$ cat src/rtl/adc_capture_ctrl.sv
// ADC capture controller: arms on request, waits for a trigger level, then drives
// FIFO writes until the latched sample count is reached or the FIFO reports full.
module adc_capture_ctrl #(
  parameter int CNT_WIDTH = 16
) (
  input  logic                 clk_i,
  input  logic                 reset_n_i,
  input  logic                 arm_i,
  input  logic                 abort_i,
  input  logic                 trigger_i,
  input  logic                 trigger_mode_i,
  input  logic                 trigger_wait_i,
  input  logic [CNT_WIDTH-1:0] sample_count_i,
  input  logic [CNT_WIDTH-1:0] timeout_i,
  input  logic                 fifo_full_i,
  output logic                 fifo_wr_en_o,
  output logic                 armed_o,
  output logic                 capturing_o,
  output logic                 done_o,
  output logic                 timeout_o,
  output logic [CNT_WIDTH-1:0] samples_o
);

  typedef enum logic [2:0] {
    S_IDLE,
    S_WAIT_INACTIVE,
    S_ARMED,
    S_CAPTURE,
    S_DONE
  } state_t;

  state_t               state;
  logic [CNT_WIDTH-1:0] count_lat;
  logic [CNT_WIDTH-1:0] timeout_lat;
  logic [CNT_WIDTH-1:0] timeout_cnt;
  logic [CNT_WIDTH-1:0] samples_inc;
  logic                 trig_active;

  assign trig_active = (trigger_i == trigger_mode_i);
  // Free-running capture (count 0) must pin at all-ones rather than wrap.
  assign samples_inc = (&samples_o) ? samples_o : samples_o + CNT_WIDTH'(1);

  always_ff @(posedge clk_i or negedge reset_n_i) begin
    if (!reset_n_i) begin
      state        <= S_IDLE;
      count_lat    <= '0;
      timeout_lat  <= '0;
      timeout_cnt  <= '0;
      fifo_wr_en_o <= 1'b0;
      armed_o      <= 1'b0;
      capturing_o  <= 1'b0;
      done_o       <= 1'b0;
      timeout_o    <= 1'b0;
      samples_o    <= '0;
    end else if (abort_i) begin
      state        <= S_IDLE;
      fifo_wr_en_o <= 1'b0;
      armed_o      <= 1'b0;
      capturing_o  <= 1'b0;
      done_o       <= 1'b0;
    end else begin
      case (state)
        S_IDLE, S_DONE: begin
          if (arm_i) begin
            count_lat   <= sample_count_i;
            timeout_lat <= timeout_i;
            timeout_cnt <= '0;
            samples_o   <= '0;
            timeout_o   <= 1'b0;
            done_o      <= 1'b0;
            if (trigger_wait_i) begin
              state <= S_WAIT_INACTIVE;
            end else begin
              state   <= S_ARMED;
              armed_o <= 1'b1;
            end
          end
        end
        S_WAIT_INACTIVE: begin
          if (!trig_active) begin
            state   <= S_ARMED;
            armed_o <= 1'b1;
          end
        end
        S_ARMED: begin
          // Trigger is checked first so it beats a timeout landing on the same cycle.
          if (trig_active) begin
            armed_o <= 1'b0;
            if (fifo_full_i) begin
              state     <= S_DONE;
              done_o    <= 1'b1;
              samples_o <= '0;
            end else begin
              state        <= S_CAPTURE;
              capturing_o  <= 1'b1;
              fifo_wr_en_o <= 1'b1;
            end
          end else if ((timeout_lat != '0) && (timeout_cnt == timeout_lat - CNT_WIDTH'(1))) begin
            state     <= S_IDLE;
            armed_o   <= 1'b0;
            timeout_o <= 1'b1;
          end else begin
            timeout_cnt <= timeout_cnt + CNT_WIDTH'(1);
          end
        end
        S_CAPTURE: begin
          if (fifo_full_i) begin
            state        <= S_DONE;
            fifo_wr_en_o <= 1'b0;
            capturing_o  <= 1'b0;
            done_o       <= 1'b1;
          end else begin
            samples_o <= samples_inc;
            if ((count_lat != '0) && (samples_inc == count_lat)) begin
              state        <= S_DONE;
              fifo_wr_en_o <= 1'b0;
              capturing_o  <= 1'b0;
              done_o       <= 1'b1;
            end
          end
        end
        default: begin
          state        <= S_IDLE;
          fifo_wr_en_o <= 1'b0;
          armed_o      <= 1'b0;
          capturing_o  <= 1'b0;
          done_o       <= 1'b0;
        end
      endcase
    end
  end

endmodule

$ cat config.mk
export PLATFORM = sky130hd
export DESIGN_NAME = adc_capture_ctrl
export DESIGN_NICKNAME = d
export VERILOG_FILES = /design/src/rtl/adc_capture_ctrl.sv
export SDC_FILE = /design/constraint.sdc
export NUM_CORES = 1
export LEC_CHECK = 0
export ABC_AREA = 1
export BUFFER_PORTS_ARGS = -buffer_cell sky130_fd_sc_hd__buf_2
export CORE_ASPECT_RATIO = 0.5
export CORE_MARGIN = 1
export CORE_UTILIZATION = 30
export DETAILED_ROUTE_END_ITERATION = 7
export GPL_TIMING_DRIVEN = 0
export PLACE_DENSITY = 0.46
export SYNTH_ARGS = -nofsm -noshare
export SYNTH_HDL_FRONTEND = slang
export SYNTH_SLANG_ARGS = --single-unit
$ cat constraint.sdc
create_clock -name clk_i -period 2.7 [get_ports clk_i]
set_input_delay 0.81 -clock clk_i [delete_from_list [all_inputs] [get_ports clk_i]]
set_output_delay 0.81 -clock clk_i [all_outputs]
set_load 0.02 [all_outputs]
* Word level (Yosys, flattened, before mapping)
Cells that the tools add are included.
Storage, ports and cells: register bits 71, input port bits 40, output and inout bits 21, logic and storage cells 98
Cells by class: $add $sub $neg 3, eq/ne operators 25, mux-type cells 42, bitwise gates (word level) 1, reduce and logical (&&, ||, !) cells 18
Operators by type and width (count):
- $mux W16 | 7
- $pmux W16 S3 | 1
- $add A16 B1 Y16 const B | 2
- $eq A16 B16 Y1 | 2
- $pmux W16 S2 | 1
- $reduce_bool A16 Y1 | 2
- $mux W3 | 8
- $reduce_and A5 Y1 | 4
- $mux W1 | 19
- $ne A2 B2 Y1 const B | 9
- $ne A3 B3 Y1 const B | 6
- $reduce_and A16 Y1 | 1
- $sub A16 B1 Y16 const B | 1
- $pmux W3 S4 | 1
- $ne A4 B4 Y1 const B | 2
- $pmux W1 S4 | 2
- $reduce_and A4 Y1 | 2
- $eq A3 B2 Y1 const B | 2
- $reduce_and A6 Y1 | 1
- $eq A3 B1 Y1 const B | 1
- $eq A3 B3 Y1 const B | 1
- $logic_not A3 Y1 | 1
- $pmux W1 S3 | 1
- $reduce_and A3 Y1 | 1
- other kinds (10) | 11

* Longest topological paths before layout
depth in word-level cells 8, depth in mapped cells 18, gate-level depth less buffers 18

* Worst setup path after synthesis
No wires, ideal clock.
path kind reg2reg, from register samples_o[0], to register state[0], library setup time 117 ps, data arrival time 2047 ps, data required time 2583 ps, slack 536 ps, cell stages (with the launch flop) 18, path buffers 1, period minus slack after synthesis 2164 ps, cell sequence dfrtp_1 ha_1 nand3_2 nor2_2 nand2_2 buf_6 nand2_2 nand2_2 nand2_1 nand2_1 nor2_1 nand3_1 nor2_2 nand3_2 nand2_4 nand3_2 nand2_1 nand2_1
On the way: word-level cells in the longest chain between the ends 6, elaborated cells on any way between the ends 7, those cells by class add/sub: 1; eq/ne: 2; mux: 1; reduce/logical: 3
RTL lines:
- start, declared | RTL line 21 | output logic [CNT_WIDTH-1:0] samples_o
- start signal, assigned | RTL line 113 | samples_o <= samples_inc;
- $add A16 B1 Y16 / $reduce_and A16 Y1 (equally long branches) | RTL line 41 | assign samples_inc = (&samples_o) ? samples_o : samples_o + CNT_WIDTH'(1);
- $mux W16 * | RTL line 41
- $eq A16 B16 Y1 * | RTL line 114 | if ((count_lat != '0) && (samples_inc == count_lat)) begin
- $logic_and A1 B1 Y1 * | RTL line 114
- $ne A4 B4 Y1 (no line) *
- $reduce_and A4 Y1 (no line) *
- end signal, assigned | RTL line 108 | state <= S_DONE;
- end signal, assigned | RTL line 115 | state <= S_DONE;
- end signal, assigned | RTL line 123 | state <= S_IDLE;
- end, declared | RTL line 32 | state_t state;
Every way passes the cells marked *; elsewhere a longest branch is shown, timed or not. A chain may end at the register's enable or synchronous reset.

* Worst setup path after layout
from register timeout_lat[0], to register state[1]
On the way: word-level cells in the longest chain between the ends 5, elaborated cells on any way between the ends 6, those cells by class add/sub: 1; eq/ne: 2; reduce/logical: 3
RTL lines:
- start, declared | RTL line 34 | logic [CNT_WIDTH-1:0] timeout_lat;
- start signal, assigned | RTL line 66 | timeout_lat <= timeout_i;
- $sub A16 B1 Y16 | RTL line 98 | end else if ((timeout_lat != '0) && (timeout_cnt == timeout_lat - CNT_WIDTH'(1))) begin
- $eq A16 B16 Y1 | RTL line 98
- $logic_and A1 B1 Y1 * | RTL line 98
- $ne A4 B4 Y1 (no line) *
- $reduce_and A4 Y1 (no line) *
- end signal, assigned | RTL line 94 | state <= S_CAPTURE;
- end signal, assigned | RTL line 99 | state <= S_IDLE;
- end signal, assigned | RTL line 108
Marks and branches as above.

==> impl_results.md <==
- Mapped Nets: 751
- DR vias/cell: 4.656
- Routed wire per std cell: 13.81 µm
- Status: complete, no violations
- Post-route clock skew: 16.61 ps
- CTS tree: yes
- R2r startpoint: timeout_lat[0]
- Tcrit/Tclk final: 91.49%
- Flop-to-flop setup slack: 230 ps
- Synth cell types: 40
- First-pass GRT wire length: 22.87 mm
- Die height: 91.93 µm
- N_diodes: 0
- Arrival time worst endpoint: 2740 ps
- Slew of the pin with the lowest slew margin: 843.3 ps
- Post-Syn Area: 0.004852 mm²
- # setup viols final: 0
- Worst-Skew Late Latency: 340 ps
- Setup CP Type: register to register
- Critical path origin: timeout_lat[0]
- Synth Warn #: 0
- Worst rel slew slack: 43.35%
- # fillers: 1721
- Max Root-Sink Buffers: 2
- Vias in the first global route: 4434
- H-tree levels: 3
- Worst Setup Slack, final: 229.9 ps
- Sink Count: 71
- DRT Wirelength: 13.65 mm
- Syn avg cell area: 6.853 µm²
- #FFs+latches synth: 71
- LEAKAGE: 0.002765 µW
- RD Place Congestion: 0.8414
- 1st-pass router iterations: 4
- Maximum vdd drop: 0.3914 mV
- Boundary pin count: 61
- Tot Pwr: 4877 µW
- Root buf cell: clkbuf_16
- CP required: 2970 ps
- Final net count: 824
- R2R depth: 15
- Worst hold path type: primary input to asynchronous set/reset pin
- Final hold violations: 0
- IO Port Bufs: 59
- Largest net degree at the start of global routing: 54
- Post-DRT Antenna Nets: 0
- Setup crit end kind: register
- Top-area cell type share of the netlist area: 36.62%
- Core Area: 0.01562 mm²
- Initial antenna violation count: 0
- CTS Buf Count: 9
- Part of the Yosys area used for sequential elements: 36.62%
- Die area: 0.01672 mm²
- Power per standard cell area: 848.8 mW/mm²
- Worst r2r dst: state[1]
- Crit path max fanout: 6
- Critical Path Start Type: register
- Final Max Slew Viols: 0
- Syn Inst Count: 708
- Non-Filler Instances: 989
- Row cnt: 32
- CP endpoint: state[1]
- Leading area contributor after synthesis: dfrtp_1
- Pre-CTS setup slack: -4.758 ps
- DRC Markers: 0
- DP HPWL: 10.59 mm
- RSZ-0062 raised after global routing: no
- Synth top area cells: dfrtp_1 37%, nand2_1 18%, inv_1 5.6%
- Area Growth Syn to Fin: 18.41%
- DRT iter0 DRCs: 277
- Worst-path clk slew: 60 ps
- Layout cells sized above 1: 17.20%
- Highest Clock Rate: 404.8 MHz
- GRT overflow: 0
- Post-route minimum period: 2470 ps
- Starting Density: 31.07%
- Via Count: 4605
- DIE WIDTH: 181.9 µm
- Inst Count DP: 972
- Global-route usage over all layers: 17.65%
- Max-cap violations: 0
==> routing by layer <==
metal	track usage (%)	wire length, µm	share of wire, %
met5	0	0	0
met4	3.852	65	0.48
met2	28.56	6195	45
met1	24.39	6901	51
met3	3.376	492	3.6
==> power breakdown <==
part	total, µW	leakage (µW)	internal (µW)	switching [µW]
logic	2160	0.00170	750	1410
clock network	1090	0.000127	642	443
registers	1630	0.000934	1360	273
total	4880	0.00276	2750	2130
==> worst max-delay path, cell delays in order (launching register included) <==
cell and delay, ps:
dfrtp_1 420, inv_1 130, ha_1 240, nand3_4 140, nor2_4 150, nand2_2 110, nor2_2 100, nand2_1 50
nand2_1 110, nand2_1 70, nor2_2 140, nand4_4 160, a21oi_4 240, buf_4 140, nand4_1 90, nand2_1 80
==> synthesized netlist by cell type (all sizes together) <==
cell type  number
dfrtp          71
clkbuf          5
nor4            6
o2111ai         1
inv            80
o21bai          2
ha              3
or2             3
nand2         244
nand3          52
buf            13
o211ai          2
nand4          17
nor3           11
nand3b          3
xor2           25
o21ai          60
a21oi           4
nor2           83
nor3b           1
a211o           1
o21a            1
xnor2          10
a211oi          2
and2            1
o22ai           7
==> flip-flops by register name (all words and copies together) (netlist names) <==
register	cells
armed_o	1
capturing_o	1
count_lat	16
timeout_cnt	16
timeout_lat	16
state	3
timeout_o	1
samples_o	16
done_o	1
==> repair_timing <==
item,CTS,global route
hold buffers,0,0
buffers inserted,0,2
endpoints found under the setup margin,0,13
gates resized for setup,0,6
endpoints found under the hold margin,0,0
==> worst min-delay path by stage <==
stage	start	endpoint	slack, ps	depth (start not counted)
after floorplan	state[2]	state[2]	460	2
after global placement	done_o	done_o	470	2
after detailed placement	done_o	done_o	470	2
after CTS	reset_n_i	timeout_cnt[1]	350	1
after global routing	reset_n_i	timeout_cnt[1]	370	1
final	reset_n_i	timeout_cnt[1]	340	1
==> cell families (layout without fill, tap and decap cells) <==
family | Yosys count | after routing | synth area share, %
adders and majority gates | 3 | 3 | 0.7737
buffers and inverters | 98 | 175 | 8.252
DFF | 71 | 71 | 36.62
and+or+nand+nor | 421 | 421 | 38.78
AOI/OAI and AO/OA | 80 | 80 | 9.257
xor gates and xnor gates | 35 | 35 | 6.318
==> cell type report <==
| cell class | count | area [µm²] | share of cell area, % |
|---|---|---|---|
| flip-flops and latches | 71 | 1778 | 30.95 |
| repair buffers | 62 | 340.3 | 5.923 |
| clock buffers | 14 | 254.0 | 4.421 |
| multi-input cells | 539 | 2713 | 47.21 |
| plain buffers | 18 | 100.1 | 1.742 |
| inverters | 80 | 300.3 | 5.226 |
| clock inverters | 1 | 5.005 | 0.08711 |
| well taps | 204 | 255.2 | 4.443 |
==> cells in the final DEF, fill, tap and decap left out, types with 3 or more instances in the layout <==
cell type / netlist / layout
nor2_2: 10 / 10
o21ai_1: 23 / 23
xor2_1: 25 / 25
nand3b_1: 3 / 3
clkbuf_1: 5 / 9
inv_2: 8 / 8
o21ai_0: 37 / 37
nor3_1: 11 / 11
nand2_1: 231 / 231
nand3_2: 4 / 3
dfrtp_1: 71 / 70
o22ai_1: 7 / 7
nor4_1: 5 / 5
xnor2_1: 10 / 10
inv_1: 72 / 72
buf_4: 4 / 7
nand4_1: 16 / 16
nor2_4: 6 / 6
clkbuf_16: 0 / 9
nand3_1: 48 / 48
nor2_1: 67 / 67
nand2_2: 12 / 12
buf_2: 8 / 66
==> through the flow <==
step / cell area (µm²) / TNS [ps] / utilization, % / hold WS [ps]
floorplan: 4852 / 0 / - / 464.4
detailed placement: 5433 / -18.95 / 34.79 / 471.5
global route: 5746 / 0 / 36.79 / 366.4
global placement: 5403 / 0 / 34.60 / 468.9
finish: 5746 / 0 / 36.79 / 345.0
CTS: 5692 / 0 / 36.45 / 352.4
Note: power is estimated with default switching activity, not from simulation.
